File: src/rtl/sprite_blitter.sv
// Sprite ROM to framebuffer copy engine: scans the sprite in row-major order,
// drops key-coloured and off-screen pixels, and issues one valid/ready write per visible pixel.
module sprite_blitter #(
  parameter int          FB_WIDTH  = 320,
  parameter int          FB_HEIGHT = 240,
  parameter logic [15:0] KEY_COLOR = 16'hFFFF
) (
  input  logic        clk,
  input  logic        reset,
  input  logic        start,
  input  logic [8:0]  pos_x,
  input  logic [7:0]  pos_y,
  output logic        busy,
  output logic        done,
  output logic [16:0] pixel,
  input  logic [8:0]  width,
  input  logic [8:0]  height,
  input  logic [15:0] color,
  output logic [16:0] fb_addr,
  output logic [15:0] fb_data,
  output logic        fb_we,
  input  logic        fb_ready
);

  typedef enum logic [2:0] {
    ST_IDLE,
    ST_SETUP,
    ST_SCAN,
    ST_WRITE,
    ST_DONE
  } state_t;

  localparam logic [9:0]  FB_W10 = 10'(FB_WIDTH);
  localparam logic [9:0]  FB_H10 = 10'(FB_HEIGHT);
  localparam logic [16:0] FB_W17 = 17'(FB_WIDTH);

  state_t      r_state;
  state_t      w_state_next;
  logic [8:0]  r_pos_x;
  logic [7:0]  r_pos_y;
  logic [8:0]  r_width;
  logic [8:0]  r_height;
  logic [8:0]  r_col;
  logic [8:0]  r_row;
  logic [16:0] r_index;
  logic [16:0] r_fb_addr;
  logic [15:0] r_fb_data;

  logic [9:0]  w_sum_x;
  logic [9:0]  w_sum_y;
  logic [16:0] w_fb_addr;
  logic        w_skip;
  logic        w_last;
  logic        w_col_wrap;
  logic        w_advance;
  logic        w_load_fb;

  // Screen coordinates are kept at 10 bits so pos + offset never wraps back on-screen.
  assign w_sum_x    = {1'b0, r_pos_x} + {1'b0, r_col};
  assign w_sum_y    = {2'b00, r_pos_y} + {1'b0, r_row};
  assign w_fb_addr  = {7'd0, w_sum_y} * FB_W17 + {7'd0, w_sum_x};
  assign w_skip     = (color == KEY_COLOR) || (w_sum_x >= FB_W10) || (w_sum_y >= FB_H10);
  assign w_col_wrap = (r_col == r_width - 9'd1);
  assign w_last     = w_col_wrap && (r_row == r_height - 9'd1);

  always_comb begin
    w_state_next = r_state;
    w_advance    = 1'b0;
    w_load_fb    = 1'b0;
    case (r_state)
      ST_IDLE: begin
        if (start) w_state_next = ST_SETUP;
      end
      ST_SETUP: begin
        w_state_next = (r_width == 9'd0 || r_height == 9'd0) ? ST_DONE : ST_SCAN;
      end
      ST_SCAN: begin
        if (w_skip) begin
          w_advance    = 1'b1;
          w_state_next = w_last ? ST_DONE : ST_SCAN;
        end else begin
          w_load_fb    = 1'b1;
          w_state_next = ST_WRITE;
        end
      end
      ST_WRITE: begin
        if (fb_ready) begin
          w_advance    = 1'b1;
          w_state_next = w_last ? ST_DONE : ST_SCAN;
        end
      end
      ST_DONE: begin
        w_state_next = ST_IDLE;
      end
      default: begin
        w_state_next = ST_IDLE;
      end
    endcase
  end

  always_ff @(posedge clk) begin
    if (reset) begin
      r_state   <= ST_IDLE;
      r_pos_x   <= '0;
      r_pos_y   <= '0;
      r_width   <= '0;
      r_height  <= '0;
      r_col     <= '0;
      r_row     <= '0;
      r_index   <= '0;
      r_fb_addr <= '0;
      r_fb_data <= '0;
    end else begin
      r_state <= w_state_next;
      if (r_state == ST_IDLE && start) begin
        r_pos_x  <= pos_x;
        r_pos_y  <= pos_y;
        r_width  <= width;
        r_height <= height;
        r_col    <= '0;
        r_row    <= '0;
        r_index  <= '0;
      end
      if (w_advance) begin
        r_index <= r_index + 17'd1;
        if (w_col_wrap) begin
          r_col <= '0;
          r_row <= r_row + 9'd1;
        end else begin
          r_col <= r_col + 9'd1;
        end
      end
      if (w_load_fb) begin
        r_fb_addr <= w_fb_addr;
        r_fb_data <= color;
      end
    end
  end

  // Reset kills an in-flight write and any done pulse in the same cycle it is raised.
  assign busy    = (r_state != ST_IDLE);
  assign done    = (r_state == ST_DONE) && !reset;
  assign fb_we   = (r_state == ST_WRITE) && !reset;
  assign pixel   = r_index;
  assign fb_addr = r_fb_addr;
  assign fb_data = r_fb_data;

endmodule

File: config.mk
export PLATFORM = sky130hd
export DESIGN_NAME = sprite_blitter
export DESIGN_NICKNAME = d
export VERILOG_FILES = /design/src/rtl/sprite_blitter.sv
export SDC_FILE = /design/constraint.sdc
export NUM_CORES = 1
export LEC_CHECK = 0
export ABC_AREA = 1
export CAP_MARGIN = 30
export CORE_UTILIZATION = 48
export CTS_BUF_LIST = sky130_fd_sc_hd__clkbuf_4 sky130_fd_sc_hd__clkbuf_8
export CTS_CLUSTER_DIAMETER = 40
export DETAILED_ROUTE_END_ITERATION = 6
export GPL_ROUTABILITY_DRIVEN = 0
export PLACE_DENSITY_LB_ADDON = 0.25
export SLEW_MARGIN = 10
export SYNTH_ARGS = -nofsm -noshare
export SYNTH_HDL_FRONTEND = slang
export SYNTH_SLANG_ARGS = --single-unit
File: constraint.sdc
create_clock -name clk -period 9 [get_ports clk]
set_clock_uncertainty 0.05 [all_clocks]
set_input_delay 0.9 -clock clk [delete_from_list [all_inputs] [get_ports clk]]
set_output_delay 0.9 -clock clk [all_outputs]
set_load 0.01 [all_outputs]
==> metrics.cfg <==
[global_routing]
grt_max_degree = 68
grt_overflow = 0
antenna_found_initial = 0
grt_pass1_vias = 6673
grt_pass1_wl_um = 31680
grt_usage_pct = 24.63

[clocking]
worstSkewPairLatency_ns = 0.40
htreeDepth = 3
postCtsHoldBufs = 0
cts_buffers = 9
post_cts_buffers = 0
path_clk_slew_ns = 0.11
clockBufferDepth = 2
ctsResizeCount = 0
clkSinkCount = 106
cts_tree = yes
clockRootBuffer = clkbuf_8

[timing]
worst_pin_slew_ns = 0.9960
post-route-period-util_pct = 40.54
rsz0062_at_grt = false
min_period_ns = 3.649
max-slew-margin-rel_pct = 33.37
holdWs_ns = 0.4254
fmax_mhz = 274.0
hold_violations = 0
drv_slew = 0
setup_viol = 0
fin_setup_tns_ns = 0

[drt]
drt_wl_total_um = 18770
drt_iter0_markers = 474
viasPerCell = 5.155
ant_nets = 0
dr_total_vias = 7006
drtPass1Iterations = 5
route.detailed.wl_per_inst_um = 13.81
drc_errors = 0

[synthesis]
synth.avg_cell_area_um2 = 6.821
yosysTopAreaCell = dfxtp_1
synthCells = 1085
synth-seq-cells = 106
synthTopCellsByArea = dfxtp_1 29%, nand2_1 14%, inv_1 7.4%
async_flop_share_pct = 0
synth_edf_count = 0
yosys_warnings = 0
synth_area_um2 = 7401
yosysSeqAreaShare_pct = 28.67
yosys.cell_types.count = 48
synth.top_cell.area_share_pct = 28.67
synth_fp_nets = 1185
synthFlopType = dfxtp_1

[min_path]
hp-class = flip-flop to flip-flop
hp-start = fb_data[15]

[pwr]
irDropWorstVdd_mv = 0.1180
p_leak_nw = 3.934
totalPowerFinal_w = 0.001692
power.density_cell_area_nw_per_um2 = 194.4

[setup_path]
worstSetupEndpointType = flip-flop
reg2reg_setup_slack_ns = 5.35
path_max_fanout = 6
endpoint = fb_addr[16]
r2r_cells = 19
worstSetupPathType = flip-flop to flip-flop
crit_required_ns = 9.26
critPathLaunchType = flip-flop
arrival_ns = 3.90
crit_start = r_row[0]
reg2reg_to = fb_addr[16]
worst_r2r_startpoint = r_row[0]

[die]
start_util_pct = 48.86
num_io_pins = 108
die-area_um2 = 15920
die_x_um = 126.2
core_area_um2 = 15150
die_y_um = 126.2
rows = 45

[final_layout]
final_nets = 1266
fillers = 1440
area_growth_pct = 17.58
insertedDiodeCount = 0
utilization_pct = 57.46
layout-drive-gt1-share_pct = 8.711

[placed_design]
portBuffers = 107
place_hpwl_um = 13340

[outcome]
status = finished, final reports clean

[run]
maxCapViolCount = 0

Yosys cell counts (all sizes together), types with 21 or more instances:
cell      n
o21ai    35
dfxtp   106
inv     151
ha       41
a21oi   119
buf      21
nand3    80
nor2     62
nand4    48
xor2     37
clkbuf   21
nand2   314
registers in the layout, indices dropped and copies added, names as in the netlist:
register	count
fb_addr	17
fb_data	16
pixel	17
r_col	9
r_height	9
r_pos_x	9
r_pos_y	8
r_row	9
r_state	3
r_width	9
routing by layer:
| metal | track usage [%] | wire [um] |
|---|---|---|
| met1 | 32.71 | 9025 |
| met2 | 39.81 | 8408 |
| met3 | 6.075 | 992 |
| met4 | 6.449 | 344 |
| met5 | 0 | 0 |
through the flow:
stage	instance area (um^2)	cells	setup WS [ns]
after floorplan	7401	1085	5.620
after global placement	8479	1342	5.422
after detailed placement	8479	1342	5.377
after CTS	8687	1358	5.349
after global routing	8702	1359	5.020
final	8702	1359	5.351
area by class of cell:
cell class	count	area, um^2	area share, %
Clock buffer	9	123.9	1.423
Clock inverter	7	83.83	0.9633
Inverter	152	575.6	6.614
Multi-Input combinational cell	785	4451	51.14
Sequential cell	106	2122	24.39
Tap cell	188	235.2	2.703
Timing Repair Buffer	112	1111	12.77
worst min path at each step:
stage / endpoint / slack (ns) / depth (start not counted)
2_1_floorplan: r_pos_x[8] / 0.39 / 2
3_3_place_gp: r_pos_x[3] / 0.41 / 2
3_5_place_dp: r_pos_x[7] / 0.41 / 2
4_1_cts: r_pos_y[0] / 0.43 / 2
5_1_grt: fb_data[12] / 0.45 / 2
6_report: fb_data[15] / 0.43 / 2
cells in the final DEF (no fill, tap or decap), types with 4 or more instances in the layout:
master | netlist | layout
buf_4 | 2 | 4
o21ai_1 | 9 | 9
nor2_2 | 5 | 5
inv_2 | 6 | 6
inv_1 | 145 | 145
nor3_1 | 10 | 10
nand2_1 | 284 | 283
nor2_1 | 55 | 55
o21ai_0 | 26 | 26
ha_1 | 41 | 41
nand2_2 | 27 | 28
xnor2_1 | 19 | 19
nand3_1 | 77 | 77
dfxtp_1 | 106 | 106
nand4_1 | 46 | 46
a21oi_1 | 91 | 91
clkbuf_8 | 0 | 9
clkdlybuf4s50_1 | 0 | 106
a21oi_2 | 26 | 26
fa_1 | 4 | 4
xor2_1 | 37 | 37
power by group:
group | leakage (nW) | internal, W | total [W] | switching [W]
clock network | 0.108 | 0.000135 | 0.000321 | 0.000186
logic | 2.96 | 0.000282 | 0.000773 | 0.000492
registers | 0.862 | 0.000544 | 0.000597 | 0.0000531
cells by family (layout without fill, tap and decap cells):
family	Yosys count	count (layout)	share of synthesized area, %
AO/OA/AOI/OAI	160	160	12.66
adder cells (fa/ha/maj)	45	45	8.014
AND/OR/NAND/NOR	523	523	32.49
XOR/XNOR	57	57	6.932
flip-flops	106	106	28.67
buffers and inverters	194	280	11.23
worst max-delay path, stage by stage, from the launching register on:
cell,delay [ns]
dfxtp_1,0.37
ha_1,0.25
fa_1,0.45
nand2_1,0.11
nand2_2,0.06
or2_1,0.20
nand2_1,0.09
inv_1,0.07
ha_1,0.30
inv_1,0.06
fa_1,0.46
o21ai_0,0.25
xor2_1,0.15
nor2_1,0.12
nand2_1,0.07
nor2_1,0.12
nand2_1,0.08
xor2_1,0.16
nor2_1,0.08
nor2_1,0.05
Note: power is estimated with default switching activity, not from simulation.
